File: src/rtl/sv32_translate_tlb.sv
// Sv32 address translator with a fully-associative TLB; bare/M/hit respond in 1 cycle, a miss walks then refills.
// Latency: 1 cycle on hit, walk_ready + 2 on miss. No backpressure: requester holds valid until the ready pulse. Optional SV32_AD_CHECK_EN adds Svade A/D faults.
module sv32_translate_tlb #(
  parameter int TLB_ENTRIES = 4
) (
  input  logic        clk,
  input  logic        resetn,
  input  logic        valid,
  output logic        ready,
  input  logic [31:0] address,
  input  logic [1:0]  access_type,
  input  logic [1:0]  privilege_mode,
  input  logic [31:0] mstatus,
  input  logic [31:0] satp,
  input  logic        tlb_flush,
  output logic [33:0] physical_address,
  output logic        page_fault,
  output logic        walk_valid,
  input  logic        walk_ready,
  input  logic [31:0] walk_pte,
  input  logic        walk_level
);

  localparam int PTR_W = (TLB_ENTRIES > 1) ? $clog2(TLB_ENTRIES) : 1;
`ifdef SV32_AD_CHECK_EN
  localparam bit AD_CHECK = 1'b1;
`else
  localparam bit AD_CHECK = 1'b0;
`endif

  typedef enum logic [1:0] {IDLE, WALK, FILL} state_t;

  typedef struct packed {
    logic        vld;
    logic [19:0] tag;
    logic        lvl;
    logic [21:0] ppn;
    logic        r, w, x, u, a, d;
  } tlb_entry_t;

  state_t           state_q, state_d;
  tlb_entry_t       tlb_q [TLB_ENTRIES];
  tlb_entry_t       hit_e;
  logic             hit;
  logic [PTR_W-1:0] ptr_q;
  logic [31:0]      pte_q;
  logic             lvl_q;
  logic             flush_seen_q;
  logic [1:0]       acc;
  logic [1:0]       eff_priv;
  logic             resp_vld, resp_fault, fill_en;
  logic [33:0]      resp_pa;

  function automatic logic perm_fault(
    input logic v, input logic r, input logic w, input logic x, input logic u,
    input logic a, input logic d, input logic lvl, input logic [9:0] ppn0,
    input logic [1:0] at, input logic [1:0] priv, input logic sum, input logic mxr);
    logic f;
    f = !v || (w && !r) || (lvl && ppn0 != 10'd0);
    case (at)
      2'd1:    f = f || !w;
      2'd2:    f = f || !x;
      default: f = f || !(r || (mxr && x));
    endcase
    if (priv == 2'b00 && !u) f = 1'b1;
    if (priv == 2'b01 && u && (at == 2'd2 || !sum)) f = 1'b1;
    if (AD_CHECK && (!a || (at == 2'd1 && !d))) f = 1'b1;
    return f;
  endfunction

  function automatic logic [33:0] xlate(input logic lvl, input logic [21:0] ppn, input logic [31:0] va);
    return lvl ? {ppn[21:10], va[21:0]} : {ppn, va[11:0]};
  endfunction

  assign walk_valid = (state_q == WALK);

  always_comb begin
    state_d    = state_q;
    resp_vld   = 1'b0;
    resp_fault = 1'b0;
    resp_pa    = '0;
    fill_en    = 1'b0;
    hit        = 1'b0;
    hit_e      = '0;
    acc        = (access_type == 2'd3) ? 2'd0 : access_type;
    eff_priv   = (acc != 2'd2 && mstatus[17]) ? mstatus[12:11] : privilege_mode;

    // First match wins; a flush in the same cycle forces a miss.
    for (int i = 0; i < TLB_ENTRIES; i++) begin
      if (!hit && tlb_q[i].vld &&
          (tlb_q[i].lvl ? (tlb_q[i].tag[19:10] == address[31:22]) : (tlb_q[i].tag == address[31:12]))) begin
        hit   = 1'b1;
        hit_e = tlb_q[i];
      end
    end
    if (tlb_flush) hit = 1'b0;

    case (state_q)
      IDLE: begin
        if (valid && !ready) begin
          if (eff_priv == 2'b11 || !satp[31]) begin
            resp_vld = 1'b1;
            resp_pa  = {2'b00, address};
          end else if (hit) begin
            resp_vld   = 1'b1;
            resp_fault = perm_fault(1'b1, hit_e.r, hit_e.w, hit_e.x, hit_e.u, hit_e.a, hit_e.d,
                                    hit_e.lvl, hit_e.ppn[9:0], acc, eff_priv, mstatus[18], mstatus[19]);
            resp_pa    = resp_fault ? 34'h3_FFFF_FFFF : xlate(hit_e.lvl, hit_e.ppn, address);
          end else begin
            state_d = WALK;
          end
        end
      end
      WALK: begin
        if (walk_ready) state_d = FILL;
      end
      FILL: begin
        resp_vld   = 1'b1;
        resp_fault = perm_fault(pte_q[0], pte_q[1], pte_q[2], pte_q[3], pte_q[4], pte_q[6], pte_q[7],
                                lvl_q, pte_q[19:10], acc, eff_priv, mstatus[18], mstatus[19]);
        resp_pa    = resp_fault ? 34'h3_FFFF_FFFF : xlate(lvl_q, pte_q[31:10], address);
        fill_en    = !resp_fault && !flush_seen_q && !tlb_flush;
        state_d    = IDLE;
      end
      default: state_d = IDLE;
    endcase
  end

  always_ff @(posedge clk) begin
    if (!resetn) begin
      state_q          <= IDLE;
      ready            <= 1'b0;
      page_fault       <= 1'b0;
      physical_address <= '0;
      ptr_q            <= '0;
      pte_q            <= '0;
      lvl_q            <= 1'b0;
      flush_seen_q     <= 1'b0;
      for (int i = 0; i < TLB_ENTRIES; i++) tlb_q[i] <= '0;
    end else begin
      state_q    <= state_d;
      ready      <= resp_vld;
      page_fault <= resp_fault;
      if (resp_vld) physical_address <= resp_pa;

      if (state_q == WALK && walk_ready) begin
        pte_q <= walk_pte;
        lvl_q <= walk_level;
      end

      if (state_q == IDLE)  flush_seen_q <= 1'b0;
      else if (tlb_flush)   flush_seen_q <= 1'b1;

      if (tlb_flush) begin
        for (int i = 0; i < TLB_ENTRIES; i++) tlb_q[i].vld <= 1'b0;
      end else if (fill_en) begin
        tlb_q[ptr_q] <= '{vld: 1'b1, tag: address[31:12], lvl: lvl_q, ppn: pte_q[31:10],
                          r: pte_q[1], w: pte_q[2], x: pte_q[3], u: pte_q[4], a: pte_q[6], d: pte_q[7]};
        ptr_q <= (ptr_q == PTR_W'(TLB_ENTRIES - 1)) ? '0 : ptr_q + 1'b1;
      end
    end
  end

endmodule

File: config.mk
export PLATFORM = sky130hd
export DESIGN_NAME = sv32_translate_tlb
export DESIGN_NICKNAME = d
export VERILOG_FILES = /design/src/rtl/sv32_translate_tlb.sv
export SDC_FILE = /design/constraint.sdc
export NUM_CORES = 1
export LEC_CHECK = 0
export CAP_MARGIN = 5
export CORE_UTILIZATION = 50
export DETAILED_ROUTE_END_ITERATION = 16
export PLACE_DENSITY = 0.74
export SYNTH_ARGS = -nofsm -noshare
export SYNTH_HDL_FRONTEND = slang
export SYNTH_SLANG_ARGS = --single-unit
File: constraint.sdc
create_clock -name clk -period 6.1 [get_ports clk]
set_clock_uncertainty 0.1 [all_clocks]
set_input_delay 1.22 -clock clk [delete_from_list [all_inputs] [get_ports clk]]
set_output_delay 1.22 -clock clk [all_outputs]
set_load 0.005 [all_outputs]
==> impl_metrics.py, run 1 <==
metrics = {
    "route": {
        "drt-initial-drc-count": 1017,
        "ant_nets": 0,
        "via_per_inst": 5.89,
        "wl_per_cell_um": 21.9,
        "dr.pass1.iters": 5,
        "vias": 9780,
        "drt-total-wl_mm": 36.3,
        "drcViolationCount": 0,
    },
    "synth": {
        "synth_top_area_share_pct": 43.8,
        "synthMuxAreaShare_pct": 0.564,
        "synth_top_family_by_area": "simple AND/OR/NAND/NOR gates",
        "ys_types": 71,
        "synth_area_um2": 12900,
        "ys_warn_count": 0,
        "yosys-top-cells-area": "edfxtp_1 (44%), dfxtp_1 (11%), and2_1 (9.4%)",
        "synth_largest_area_cell": "edfxtp_1",
        "synth_nets": 1334,
        "synth_commonest_cells": "and2_1 (194), edfxtp_1 (188), nand2_1 (92), dfxtp_1 (73), nor2_1 (61)",
        "post-synth-top-count-cell": "and2_1",
        "syn_inst": 1190,
        "synth_compound_area_share_pct": 15.2,
        "ys_async_sr_fraction_pct": 0,
        "yosysSeqAreaShare_pct": 55.2,
        "synth-xor-area-share_pct": 5.51,
        "synth_ff_type": "edfxtp_1",
        "synth-seq-cells": 261,
        "syn-mean-instance-area_um2": 10.8,
        "synth_edf_count": 188,
        "synthSimpleGateAreaFrac_pct": 19.4,
        "synthAdderAreaFrac_pct": 0.583,
    },
    "critical_path": {
        "worstPathRequired_ns": 6.46,
        "worstPathArrival_ns": 5.36,
        "worstPathMaxFanout": 27,
        "critPathKind": "in -> reg",
        "cp-end-kind": "flip-flop",
        "cp-start-kind": "primary input",
    },
    "die": {
        "start_util_pct": 51.0,
        "fp.dieH_um": 162,
        "top_level_ports": 175,
        "die_x_um": 162,
        "coreArea_um2": 25300,
        "die_area_um2": 26400,
        "std_cell_rows": 58,
    },
    "global_route": {
        "antenna_found_initial": 0,
        "grt-busiest-layer": "met2",
        "grt_pass1_vias": 9613,
        "grt_pass1_wl_mm": 55.8,
        "grt_max_degree": 49,
        "grt.overflow.total": 0,
        "grt.met1_usage_pct": 39.7,
        "grt_use_met2_pct": 44.3,
        "track_usage_pct": 28.1,
        "met3_usage_pct": 4.76,
    },
    "sta": {
        "rsz0062_at_grt": "false",
        "post-route-period-util_pct": 81.9,
        "hold_viol": 0,
        "clock.fmax_mhz": 200,
        "slew_violations": 0,
        "setup_slack_ns": 1.10,
        "relSlewSlack_pct": 28.2,
        "worst_pin_slew_ns": 1.07,
        "tns_ns": 0,
        "timing.hold.ws_ns": 0.403,
        "finalCriticalPeriod_ns": 5.00,
        "setup_viol": 0,
    },
    "run": {
        "drv_cap": 0,
    },
    "placed_design": {
        "gp_congestion": 0.972,
        "dpl.hpwl_mm": 24.8,
        "dpl_worst_slack_ns": 0.646,
        "io_buffers": 111,
    },
    "cts": {
        "cts-root-buf": "clkbuf_16",
        "cts_max_path_buffers": 3,
        "cts_made_buffers": 28,
        "postCtsSetupRepairBufs": 0,
        "htree_levels": 1,
        "cts_hold_buf": 0,
        "clk_pin_slew_ns": 0.06,
        "cts_tree": "done",
        "clock-sinks": 261,
        "cts_resized": 0,
        "clk_latency_ns": 0.55,
    },
    "cells_and_area": {
        "num-nets-final": 1453,
        "drive_gt1_share_pct": 10.0,
        "antenna_cells": 0,
        "fin_util_pct": 61.1,
        "area_growth_pct": 19.8,
    },
    "min_path": {
        "hp-class": "reg -> reg",
    },
    "pwr": {
        "p_leak_nw": 5.63,
        "p_per_area_nw_per_um2": 256,
        "ir_worst_vdd_v": 0.000198,
    },
    "run_status": {
        "status": "finished clean",
    },
}
-- final timing paths --
kind	startpoint	to	slack [ns]	cells after the start
max	address[27]	physical_address[0]	1.10	13
min	tlb_q[3][49]	tlb_q[3][49]	0.40	1
max reg2reg	tlb_q[1][36]	physical_address[32]	2.07	11
min reg2reg	tlb_q[3][49]	tlb_q[3][49]	0.40	1
-- placed cells by master, fill, tap and decap left out, types with 21 or more instances in the layout --
cell type and count:
a21boi_0 30, and2_1 194, nor2_1 60, a22oi_1 34, buf_4 53, o21ai_0 49
xor2_1 44, clkdlybuf4s50_1 110, dfxtp_1 73, xnor2_1 37, inv_1 26, clkbuf_16 28
nand3_1 22, a21oi_1 30, a31oi_1 21, edfxtp_1 188, nand2_1 92
-- cell type report --
cell class	count	area (um^2)
sequential	261	7110
timing repair buffer	170	1620
clock buffer	42	773
fill	2106	9830
multi-input combinational	822	5320
tap	330	413
inverter	26	97.6
clock inverter	9	83.8
-- per-stage QoR --
stage          power [mW]  instances  area (um^2)
2_1_floorplan        2.21       1190        12900
3_3_place_gp         2.39       1609        14600
3_5_place_dp         2.40       1609        14600
4_1_cts              3.98       1660        15400
5_1_grt              4.08       1660        15400
6_report             3.96       1660        15400
-- power breakdown --
group	leakage, nW	total, mW	internal [mW]	switching [mW]
clock network	0.420	1.59	0.917	0.675
registers	2.54	2.01	1.96	0.0417
logic	2.67	0.357	0.165	0.192
total	5.63	3.96	3.05	0.909
-- per-layer routing --
layer	wire length, um	vias up
met1	15600	4763
met5	0	-
met2	16900	418
met3	2890	66
met4	962	0
li1	-	4533
-- registers in the layout, indices dropped and copies added (netlist names) --
register and count:
tlb_q 192, ptr_q 2, page_fault 1, physical_address 34, state_q 2, flush_seen_q 1, pte_q 27, ready 1
lvl_q 1
-- worst max-delay path: stages --
cell and delay (ns):
clkdlybuf4s50_1 0.81, xnor2_1 0.40, nand4_1 0.20, or3_1 0.48, nor2_1 0.58, buf_12 0.25
a22oi_1 0.09, o21ai_0 0.35, a2111o_1 0.19, a31oi_1 0.14, a41o_1 0.29, buf_12 0.18
a21oi_1 0.17
-- cell families after synthesis --
logic type,count (synthesis)
compound gates,269
xor+xnor,81
fa+ha+maj,6
buf+inv,107
flops,261
mux,7
simple gates,459
Power figures use the tool's default switching activity.
==> inputs of run 2 (changes only) <==
Clock period 6.1 ns to 4.85 ns, I/O delays scaled along.
==> run 2 against run 1 <==
Final area grew 4.4%. Die area is the same. Register-to-register slack lost 0.99 ns. Hold slack lost 0.024 ns. Flip-flop and latch count is the same. Sequential share of layout area shrank 2.0 points. Non-clock buffer count grew 70. Clock power grew 35%. Power grew 30%. Wire length grew 2.9%. Combinational power grew 35%.
==> impl_metrics.py, run 2 (synthesized netlist as in run 1, its figures left out) <==
metrics = {
    "sta": {
        "hold_viol": 0,
        "relSlewSlack_pct": 28.8,
        "setup_slack_ns": 0.319,
        "finalCriticalPeriod_ns": 4.53,
        "timing.hold.ws_ns": 0.379,
        "rsz0062_at_grt": "false",
        "tns_ns": 0,
        "clock.fmax_mhz": 221,
        "slew_violations": 0,
        "setup_viol": 0,
        "worst_pin_slew_ns": 1.07,
        "post-route-period-util_pct": 93.4,
    },
    "pwr": {
        "p_leak_nw": 6.04,
        "p_per_area_nw_per_um2": 319,
        "ir_worst_vdd_v": 0.000314,
        "power.total_mw": 5.15,
    },
    "route": {
        "drt-initial-drc-count": 1032,
        "via_per_inst": 5.83,
        "drcViolationCount": 0,
        "wl_per_cell_um": 21.6,
        "vias": 10100,
        "drt-total-wl_mm": 37.4,
        "dr.pass1.iters": 6,
        "ant_nets": 0,
    },
    "cells_and_area": {
        "final_common_cell": "and2_1",
        "top_register": "tlb_q",
        "nFillCells": 2007,
        "antenna_cells": 0,
        "drive_gt1_share_pct": 14.7,
        "reg.largest.list": "tlb_q x192, physical_address x34, pte_q x27",
        "layout_common_cells": "and2_1 (194), edfxtp_1 (188), buf_4 (117)",
        "fin_util_pct": 63.8,
        "num-nets-final": 1523,
        "fin_area_um2": 16100,
        "area_growth_pct": 25.1,
        "stdcell_count": 1730,
        "largest_reg_flops": 192,
    },
    "die": {
        "start_util_pct": 51.0,
        "die_area_um2": 26400,
        "fp.dieH_um": 162,
        "top_level_ports": 175,
        "die_x_um": 162,
        "std_cell_rows": 58,
        "coreArea_um2": 25300,
    },
    "cts": {
        "htree_levels": 1,
        "clock-sinks": 261,
        "cts_tree": "done",
        "cts_max_path_buffers": 3,
        "cts_hold_buf": 0,
        "cts_resized": 0,
        "cts_made_buffers": 28,
        "clk_pin_slew_ns": 0.06,
        "cts-root-buf": "clkbuf_16",
        "postCtsSetupRepairBufs": 0,
        "clk_latency_ns": 0.55,
    },
    "critical_path": {
        "slowest_stage": "clkdlybuf4s50_1",
        "worstPathMaxFanout": 8,
        "critical_path_buf_inv_count": 6,
        "worstPathRequired_ns": 5.16,
        "cp-start-kind": "primary input",
        "worstPathArrival_ns": 4.85,
        "cp_top_family": "compound AO/OA/AOI/OAI gates",
        "cpMostUsedCell": "buf_4",
        "crit_chain": "clkdlybuf4s50_1 -> buf_4 -> xor2_1 -> nor4_1 -> buf_4 -> a31oi_1 -> a211o_1 -> buf_4 -> a221oi_1 -> mux2i_1 -> a311oi_1 -> buf_4 -> o21a_1 -> a41o_1 -> buf_4 -> a31oi_2",
        "max_stage_delay_ns": 0.52,
        "critPathKind": "in -> reg",
        "cp-end-kind": "flip-flop",
    },
    "global_route": {
        "grt_pass1_wl_mm": 57.1,
        "track_usage_pct": 28.7,
        "grt.overflow.total": 0,
        "grt_pass1_vias": 9790,
        "grt_max_degree": 43,
        "antenna_found_initial": 0,
    },
    "run": {
        "drv_cap": 0,
    },
    "placed_design": {
        "dpl.hpwl_mm": 26.9,
        "place_area_um2": 15200,
        "dpl_worst_slack_ns": -0.145,
        "io_buffers": 111,
        "placedCellCount": 1679,
        "gp_congestion": 1.00,
    },
    "run_status": {
        "status": "finished clean",
    },
    "min_path": {
        "hp-class": "reg -> reg",
    },
}
[run 2: cell types whose count changed in the layout (fill, tap and decap cells not counted), sizes merged]
cell / before / now
buf: 60 / 130
bufinv: 1 / 0
clkbuf: 42 / 48
clkinv: 8 / 2
inv: 26 / 27
[run 2: worst paths after layout]
check	from	endpoint	slack, ns	depth (start not counted)
worst max-delay path	address[14]	physical_address[23]	0.32	16
worst min-delay path	tlb_q[2][49]	tlb_q[2][49]	0.38	1
worst max register to register	tlb_q[3][40]	physical_address[16]	1.08	12
worst min register to register	tlb_q[2][49]	tlb_q[2][49]	0.38	1
[run 2: layout make-up]
cell class | count | area, um^2 | share of cell area, %
Sequential cell | 261 | 7110 | 44.1
Multi-Input combinational cell | 822 | 5320 | 33.1
Timing Repair Buffer | 240 | 2220 | 13.8
Clock buffer | 48 | 921 | 5.72
Tap cell | 330 | 413 | 2.56
Inverter | 26 | 97.6 | 0.606
Clock inverter | 3 | 18.8 | 0.117
[run 2: report_power, final]
part | internal, mW | switching, mW | leakage [nW]
Sequential | 2.47 | 0.0520 | 2.54
Combinational | 0.232 | 0.249 | 3.04
Clock | 1.28 | 0.858 | 0.462
[run 2: layer usage]
layer	track usage (%)	routed length, um	up-vias
li1	-	-	4685
met1	38.5	15500	4923
met2	48.3	18200	414
met3	3.72	2650	65
met4	9.09	1090	0
met5	0	0	-
[run 2: worst register-to-register path, stage by stage (launching register included)]
cell       delay [ns]
edfxtp_1         0.38
xnor2_1          0.25
nand4_1          0.12
or4b_2           0.77
buf_4            0.20
a2bb2oi_1        0.19
o221ai_1         0.29
o21ai_0          0.21
buf_4            0.18
o31ai_2          0.52
a221oi_1         0.22
buf_4            0.19
a21oi_2          0.11
==> inputs of run 3 (changes only) <==
Settings changed: CORE_MARGIN set to 5, CORE_UTILIZATION 50 to 30, PLACE_DENSITY 0.74 to unset.
==> run 3 against run 2 <==
Combinational power is 1% higher. Power is 0.53% higher. Clock-buffer cell count is 10 lower. First-iteration DRC count is 20% lower. Critical path depth is 5 lower. Sequential power hardly changed. Hold slack better by 0.0063 ns. Utilization is 26 points lower. Final cell count is 12% higher.
==> impl_metrics.py, run 3 (synthesized netlist as in run 1, its figures left out) <==
metrics = {
    "cts": {
        "cts_resized": 0,
        "cts_made_buffers": 29,
        "htree_levels": 1,
        "cts-root-buf": "clkbuf_16",
        "postCtsSetupRepairBufs": 0,
        "clock-sinks": 261,
        "cts_max_path_buffers": 3,
        "cts_tree": "done",
        "clk_pin_slew_ns": 0.06,
        "cts_hold_buf": 0,
        "clk_latency_ns": 0.56,
    },
    "pwr": {
        "switching_share_pct": 23.2,
        "comb_power_share_pct": 9.4,
        "p_leak_nw": 5.98,
        "p_switching_mw": 1.20,
        "p_per_area_nw_per_um2": 318,
        "internal-power_mw": 3.97,
        "ir_worst_vdd_v": 0.000241,
        "clkPwrFrac_pct": 41.7,
        "power.total_mw": 5.17,
        "power_frac_seq_pct": 48.9,
    },
    "die": {
        "start_util_pct": 30.1,
        "fp.dieH_um": 217,
        "std_cell_rows": 76,
        "coreArea_um2": 42800,
        "die_x_um": 217,
        "die_area_um2": 47200,
        "top_level_ports": 175,
    },
    "cells_and_area": {
        "multiInputGateArea_um2": 5320,
        "layout_common_cells": "and2_1 (194), edfxtp_1 (188), clkdlybuf4s50_1 (110)",
        "area_growth_pct": 26.3,
        "num-nets-final": 1512,
        "final_common_cell": "and2_1",
        "largest_reg_flops": 192,
        "reg.largest.list": "tlb_q x192, physical_address x34, pte_q x27",
        "seq_area_um2": 7110,
        "nFillCells": 4209,
        "fin_util_pct": 38.0,
        "top_register": "tlb_q",
        "antenna_cells": 0,
        "drive_gt1_share_pct": 14.0,
    },
    "sta": {
        "relSlewSlack_pct": 33.9,
        "finalCriticalPeriod_ns": 4.46,
        "worst_pin_slew_ns": 0.990,
        "clock.fmax_mhz": 224,
        "setup_viol": 0,
        "hold_viol": 0,
        "rsz0062_at_grt": "false",
        "slew_violations": 0,
        "timing.hold.ws_ns": 0.385,
        "post-route-period-util_pct": 91.9,
    },
    "critical_path": {
        "cp-end-kind": "flip-flop",
        "cp_top_family": "compound AO/OA/AOI/OAI gates",
        "worstPathArrival_ns": 4.79,
        "cp-start-kind": "primary input",
        "critical_path_buf_inv_count": 1,
        "max_stage_delay_ns": 0.60,
        "slowest_stage": "clkdlybuf4s50_1",
        "r2r_start": "tlb_q[1][36]",
        "worstPathRequired_ns": 5.19,
        "crit_chain": "clkdlybuf4s50_1 -> xor2_1 -> nor4_1 -> a41o_1 -> and2_1 -> nor2_1 -> a221o_1 -> a2111oi_0 -> o22a_1 -> nand3_1 -> o41a_1",
        "regToRegSetupSlack_ns": 1.02,
        "critPathKind": "in -> reg",
        "rr_worst_depth": 10,
        "worstReg2RegEnd": "physical_address[32]",
        "worstPathMaxFanout": 7,
    },
    "global_route": {
        "grt_pass1_wl_mm": 61.1,
        "track_usage_pct": 16.7,
        "grt_max_degree": 46,
        "grt_pass1_vias": 9955,
        "grt.overflow.total": 0,
        "antenna_found_initial": 0,
    },
    "min_path": {
        "hp-class": "reg -> reg",
        "whs_endpoint": "pte_q[0]",
        "min_path_cells": 2,
        "worstHoldStart": "pte_q[0]",
    },
    "route": {
        "drt-total-wl_mm": 40.4,
        "ant_nets": 0,
        "drcViolationCount": 0,
        "drt-initial-drc-count": 821,
        "wl_per_cell_um": 20.8,
        "via_per_inst": 5.11,
        "vias": 9894,
        "dr.pass1.iters": 5,
    },
    "run": {
        "drv_cap": 0,
    },
    "placed_design": {
        "io_buffers": 111,
        "gp_congestion": 0.907,
        "dpl.hpwl_mm": 28.6,
    },
    "run_status": {
        "status": "finished clean",
    },
}
run 3: cell count changes in the layout (fill, tap and decap cells not counted):
cell and change:
clkbuf_16 -3, buf_4 -12, clkinv_1 +4, clkinv_2 +5, clkbuf_1 -2, clkbuf_8 -5
bufinv_16 +3
run 3: stage by stage:
step	worst slack, ns	TNS, ns	std cells	area, um^2
5_1_grt	0.126	0	1936	16300
4_1_cts	0.357	0	1936	16300
6_report	0.391	0	1936	16300
3_3_place_gp	-0.112	-1.32	1883	15300
2_1_floorplan	0.535	0	1190	12900
3_5_place_dp	-0.211	-2.68	1883	15300
run 3: power groups by stage:
stage / logic, mW / clock network [mW] / registers, mW
floorplan: 0.223 / 0 / 2.56
global placement: 0.487 / 0 / 2.57
detailed placement: 0.489 / 0 / 2.57
CTS: 0.493 / 2.21 / 2.53
global route: 0.526 / 2.31 / 2.54
finish: 0.487 / 2.16 / 2.53
run 3: area by class of cell:
class | count | share of cell area (%)
Clock inverter | 15 | 0.915
Sequential cell | 261 | 43.7
Inverter | 26 | 0.600
Multi-Input combinational cell | 822 | 32.7
Tap cell | 546 | 4.20
Timing Repair Buffer | 228 | 13.1
Clock buffer | 38 | 4.73
run 3: worst min-delay path: cells and delay by family (launching register included):
family / cells / cell delay (ns)
simple gates: 1 / 0.05
flops: 1 / 0.32
compound gates: 1 / 0.07
run 3: worst max path at each step:
| stage | start | endpoint | cells after the start |
|---|---|---|---|
| final | address[17] | physical_address[32] | 11 |
| after global routing | address[12] | physical_address[16] | 14 |
| after CTS | address[17] | physical_address[32] | 11 |
| after detailed placement | address[17] | physical_address[32] | 11 |
| after global placement | address[17] | physical_address[32] | 11 |
| after floorplan | access_type[0] | tlb_q[0][10] | 13 |
run 3: metal layers:
metal  up-vias  GRT usage (%)  part of all wire, %
li1       4647              -                    -
met1      4847           22.1                   43
met2       340           28.3                   48
met3        60           2.48                  6.1
met4         0           5.31                  2.9
met5         -              0                    0
